[src/rtl/tgate_switch_seq.sv]
// -----------------------------------------------------------------------------
// tgate_switch_seq
//
// Break-before-make sequencer for a pair of CMOS transmission gates. A new
// channel is only connected after an all-off dead time of DEAD_CYC cycles, so
// two channels can never conduct at once. Disconnects take effect immediately.
//
// Parameters
//   DEAD_CYC   : number of all-off dead-time cycles (1..15)
//
// Ports
//   clk        : clock, all state updates on its rising edge
//   rstn       : asynchronous active-low reset
//   req_valid  : a switch request is present
//   req_sel    : target channel (0 or 1)
//   req_en     : 1 = connect the target channel, 0 = disconnect everything
//   req_ready  : a request can be accepted this cycle (low during dead time)
//   ngate      : nmos gate control per channel, active-high
//   pgate      : pmos gate control per channel, active-low (always ~ngate)
//   active_sel : channel currently connected, or last targeted
//   connected  : a channel is conducting
//   busy       : the dead-time interval is in progress
// -----------------------------------------------------------------------------
module tgate_switch_seq #(
   parameter int unsigned DEAD_CYC = 3
) (
   input  logic       clk,
   input  logic       rstn,
   input  logic       req_valid,
   input  logic       req_sel,
   input  logic       req_en,
   output logic       req_ready,
   output logic [1:0] ngate,
   output logic [1:0] pgate,
   output logic       active_sel,
   output logic       connected,
   output logic       busy
);

   typedef enum logic [1:0] {
      S_OFF   = 2'b00,
      S_BREAK = 2'b01,
      S_ON    = 2'b10
   } state_t;

   // The counter holds "cycles remaining minus one", so a load of DEAD_CYC-1
   // makes the channel exactly DEAD_CYC edges after the accepting edge.
   localparam logic [3:0] CNT_LOAD = 4'(DEAD_CYC - 1);

   state_t     state, state_nxt;
   logic [3:0] cnt, cnt_nxt;
   logic [1:0] ngate_nxt;
   logic       sel_nxt;
   logic       armed;
   logic       accept;

   // req_ready already reads 1 on the edge that releases reset; armed blocks
   // acceptance on that one edge so release is purely synchronous.
   assign accept = req_valid & req_ready & armed;

   // NOTE: every variable driven here gets a default first, so no path through
   // the case statement can leave one unassigned and infer a latch.
   always_comb begin
      state_nxt = state;
      cnt_nxt   = cnt;
      ngate_nxt = ngate;
      sel_nxt   = active_sel;
      case (state)
         S_OFF: begin
            // A disconnect while already off is a no-op.
            if (accept && req_en) begin
               ngate_nxt = 2'b00;
               sel_nxt   = req_sel;
               cnt_nxt   = CNT_LOAD;
               state_nxt = S_BREAK;
            end
         end
         S_BREAK: begin
            if (cnt == 4'd0) begin
               state_nxt = S_ON;
               ngate_nxt = active_sel ? 2'b10 : 2'b01;
            end else begin
               cnt_nxt = cnt - 4'd1;
            end
         end
         S_ON: begin
            if (accept) begin
               if (!req_en) begin
                  // Opening a switch needs no dead time; active_sel is kept.
                  ngate_nxt = 2'b00;
                  state_nxt = S_OFF;
               end else if (req_sel != active_sel) begin
                  ngate_nxt = 2'b00;
                  sel_nxt   = req_sel;
                  cnt_nxt   = CNT_LOAD;
                  state_nxt = S_BREAK;
               end
               // Same channel again: registers are simply left as they are,
               // so the conducting gate never glitches.
            end
         end
         default: begin
            state_nxt = S_OFF;
            ngate_nxt = 2'b00;
            cnt_nxt   = 4'd0;
         end
      endcase
   end

   // NOTE: sequential state uses non-blocking assignments so every flop samples
   // the pre-edge values, independent of statement order.
   always_ff @(posedge clk or negedge rstn) begin
      if (!rstn) begin
         state      <= S_OFF;
         cnt        <= 4'd0;
         armed      <= 1'b0;
         ngate      <= 2'b00;
         pgate      <= 2'b11;
         active_sel <= 1'b0;
         connected  <= 1'b0;
         busy       <= 1'b0;
         req_ready  <= 1'b1;
      end else begin
         state      <= state_nxt;
         cnt        <= cnt_nxt;
         armed      <= 1'b1;
         ngate      <= ngate_nxt;
         // Both gates of a channel come from the same next-state value and
         // switch on the same edge, so there is no complementary skew.
         pgate      <= ~ngate_nxt;
         active_sel <= sel_nxt;
         connected  <= (state_nxt == S_ON);
         busy       <= (state_nxt == S_BREAK);
         req_ready  <= (state_nxt != S_BREAK);
      end
   end

endmodule

[config.mk]
export PLATFORM = sky130hd
export DESIGN_NAME = tgate_switch_seq
export DESIGN_NICKNAME = d
export VERILOG_FILES = /design/src/rtl/tgate_switch_seq.sv
export SDC_FILE = /design/constraint.sdc
export NUM_CORES = 1
export LEC_CHECK = 0
export CORE_MARGIN = 1.5
export CORE_UTILIZATION = 35
export DETAILED_ROUTE_END_ITERATION = 8
export PLACE_DENSITY = 0.58
export SLEW_MARGIN = 20
export SYNTH_ARGS = -nofsm -noshare
export SYNTH_HDL_FRONTEND = slang
export SYNTH_SLANG_ARGS = --single-unit
[constraint.sdc]
create_clock -name clk -period 2.96 [get_ports clk]
set_input_delay 0.296 -clock clk [delete_from_list [all_inputs] [get_ports clk]]
set_output_delay 0.296 -clock clk [all_outputs]
set_load 0.02 [all_outputs]
==> results.py <==
metrics = {
    "critical_path": {
        "r2r_start": "cnt[0]",
        "critPathKind": "flop to flop",
        "cp_max_fo": 5,
        "crit_path_end_kind": "flop",
        "critPathRequiredTime_ns": 3.16,
        "startpoint": "cnt[0]",
        "reg2regPathDepth": 5,
        "worstReg2RegEnd": "pgate[0]",
        "worstPathArrival_ns": 1.98,
        "r2r_slack_ns": 1.19,
        "critPathLaunchType": "flop",
    },
    "finish": {
        "diodes": 0,
        "finish.net_count": 92,
        "area_growth_pct": 22.13,
        "drive_gt1_frac": 0.1190,
        "layout_common_cells": "12 x dfrtp_1, 12 x clkdlybuf4s50_1, 7 x inv_1, 5 x o32ai_1, 4 x nor2b_1",
    },
    "clocking": {
        "root_buffer": "clkbuf_4",
        "h-tree-depth": 1,
        "cts_tree": "yes",
        "clk_pin_slew_ns": 0.09,
        "clk_path_buf_depth": 2,
        "clkLatencyLatePin_ns": 0.27,
        "cts_sinks": 15,
        "postCtsSetupRepairBufs": 0,
        "cts_hold_buf": 0,
        "ctsResizeCount": 0,
        "cts_made_buffers": 3,
    },
    "place": {
        "portBuffers": 12,
        "place_congestion": 0.7322,
        "place_worst_setup_slack_ns": 1.211,
        "hpwl_mm": 1.081,
    },
    "route": {
        "routed-via-count": 586,
        "post-route-drc-count": 0,
        "drtIter0Drc": 6,
        "vias_per_cell": 5.279,
        "dr.pass1.iters": 4,
        "drt-total-wl_mm": 1.444,
        "wl_per_cell_microns": 13.01,
        "ant_nets": 0,
    },
    "global_route": {
        "grt_max_degree": 16,
        "grt_antenna_before_repair": 0,
        "grt_pass1_wl_mm": 2.580,
        "grt_use_total": 0.1381,
        "met1_usage": 0.1898,
        "busiest_layer": "met2",
        "first_global_vias": 567,
        "gr-usage-met3": 0.02727,
        "grtUsageMet2": 0.2039,
        "grt_overflow": 0,
    },
    "power_and_ir_drop": {
        "pwr-share-clk": 0.106,
        "ir_drop_mv": 0.4873,
        "switching_share": 0.3962,
        "p_leak_nw": 0.3880,
        "finalPower_mw": 1.053,
        "p_comb_frac": 0.518,
        "p_switching_uw": 417.3,
        "internal_power_uw": 635.8,
        "pwr-share-seq": 0.376,
        "power_density_nw_per_um2": 1113,
    },
    "synthesis": {
        "synth_area_per_cell_sq_um": 11.06,
        "muxShareOfSynthArea": 0.04200,
        "yosysSeqAreaShare": 0.4895,
        "yosysTopAreaCell": "dfrtp_1",
        "synth_warnings": 0,
        "yosysUniqueCellTypes": 31,
        "synth.area.top_cells": "dfrtp_1 39%, dfstp_2 10%, o32ai_1 5.7%, inv_1 3.4%, ha_1 3.2%",
        "synth.top_cell.area_share": 0.3877,
        "synth_top_family_by_area": "compound AO/OA/AOI/OAI gates",
        "synth_compound_area_frac": 0.1842,
        "synth_xor_area_frac": 0.02262,
        "ys.flop_type": "dfrtp_1",
        "synth-adder-area-share": 0.03231,
        "synth_area_sq_um": 774.5,
        "synthSimpleGateAreaFrac": 0.1793,
        "async_flop_share": 1.000,
        "synth_cells": 70,
        "synth-seq-cells": 15,
        "synth_edf_count": 0,
        "synth_nets": 77,
    },
    "timing": {
        "fin_worst_skew_ns": 0.005109,
        "clock.fmax_mhz": 563.5,
        "fin_ws_ns": 1.185,
        "holdWs_ns": 0.4266,
        "tightest_slew_ns": 0.6755,
        "hold_viol": 0,
        "min_period_ns": 1.775,
        "final_max_slew_viol_count": 0,
        "setup-tns-final_ns": 0,
        "min_period_over_period": 0.5995,
        "slew-limit-headroom": 0.5482,
        "finalSetupViolCount": 0,
        "rsz0062_at_grt": "false",
    },
    "min_path": {
        "min_path_type": "primary input to asynchronous set/reset pin",
    },
    "floorplanning": {
        "initial_core_util": 0.3830,
        "coreArea_sq_um": 2022,
        "die-height_microns": 50.04,
        "die_area_sq_um": 2504,
        "core.rowCount": 16,
        "io_pins": 13,
        "die_w_microns": 50.04,
    },
    "run_status": {
        "status": "finished clean",
    },
    "job": {
        "maxCapViolCount": 0,
    },
}
worst max path at each step:
| stage | depth (start not counted) | end | slack [ns] |
|---|---|---|---|
| after global placement | 4 | cnt[2] | 1.23 |
| after global routing | 5 | pgate[0] | 1.09 |
| after CTS | 5 | pgate[0] | 1.20 |
| after floorplan | 5 | pgate[0] | 1.35 |
| after detailed placement | 5 | pgate[0] | 1.21 |
| final | 5 | pgate[0] | 1.19 |
state kept, by name, indices dropped and copies added, names as in the netlist:
register,cells
cnt,4
ngate,2
pgate,2
state,2
active_sel,1
armed,1
busy,1
connected,1
req_ready,1
power by group through the flow:
stage          Combinational (mW)  Clock [mW]  Sequential [mW]
2_1_floorplan               0.335           0            0.433
3_3_place_gp                0.544           0            0.400
3_5_place_dp                0.547           0            0.401
4_1_cts                     0.551       0.118            0.398
5_1_grt                     0.604       0.130            0.412
6_report                    0.546       0.111            0.396
layer usage:
layer	part of all wire	vias to the layer above
met5	0	-
met4	0.010	0
met3	0.040	2
met2	0.43	16
met1	0.52	276
li1	-	292
final cells by class:
type,instances,area (sq um)
Clock buffer,4,26.28
Inverter,7,26.28
Tap cell,27,33.78
Sequential cell,15,379.1
Fill cell,188,1076
Timing Repair Buffer,12,120.1
Multi-Input combinational cell,46,360.3
cell families after synthesis:
kind of cell               count (synthesis)
buffers and inverters                      9
DFF                                       15
and+or+nand+nor                           21
adders and majority gates                  2
AOI/OAI and AO/OA                         17
xor gates and xnor gates                   2
other                                      1
muxes                                      3
metrics by stage:
step             util  cell area [sq um]  std cells
2_1_floorplan       -              774.5         70
3_3_place_gp   0.4548              919.6        107
3_5_place_dp   0.4548              919.6        107
4_1_cts        0.4678              945.9        111
5_1_grt        0.4678              945.9        111
6_report       0.4678              945.9        111
synthesized netlist by cell type, drive strengths merged (2+ instances only):
| cell | count |
|---|---|
| a21oi | 2 |
| o211a | 2 |
| o32ai | 5 |
| xnor2 | 2 |
| nor2b | 4 |
| nor3 | 3 |
| dfstp | 3 |
| nor2 | 2 |
| o2bb2ai | 2 |
| dfrtp | 12 |
| ha | 2 |
| inv | 7 |
| o211ai | 2 |
| mux2 | 2 |
| or4 | 2 |
| nand2b | 2 |
| o32a | 2 |
worst max-delay path, cell delays in order, from the launching register on:
cell     delay, ns
dfrtp_1       0.39
inv_1         0.14
ha_1          0.25
or3b_4        0.42
or3_1         0.38
o211a_1       0.13
No activity file was read; power rests on OpenSTA's default activity.
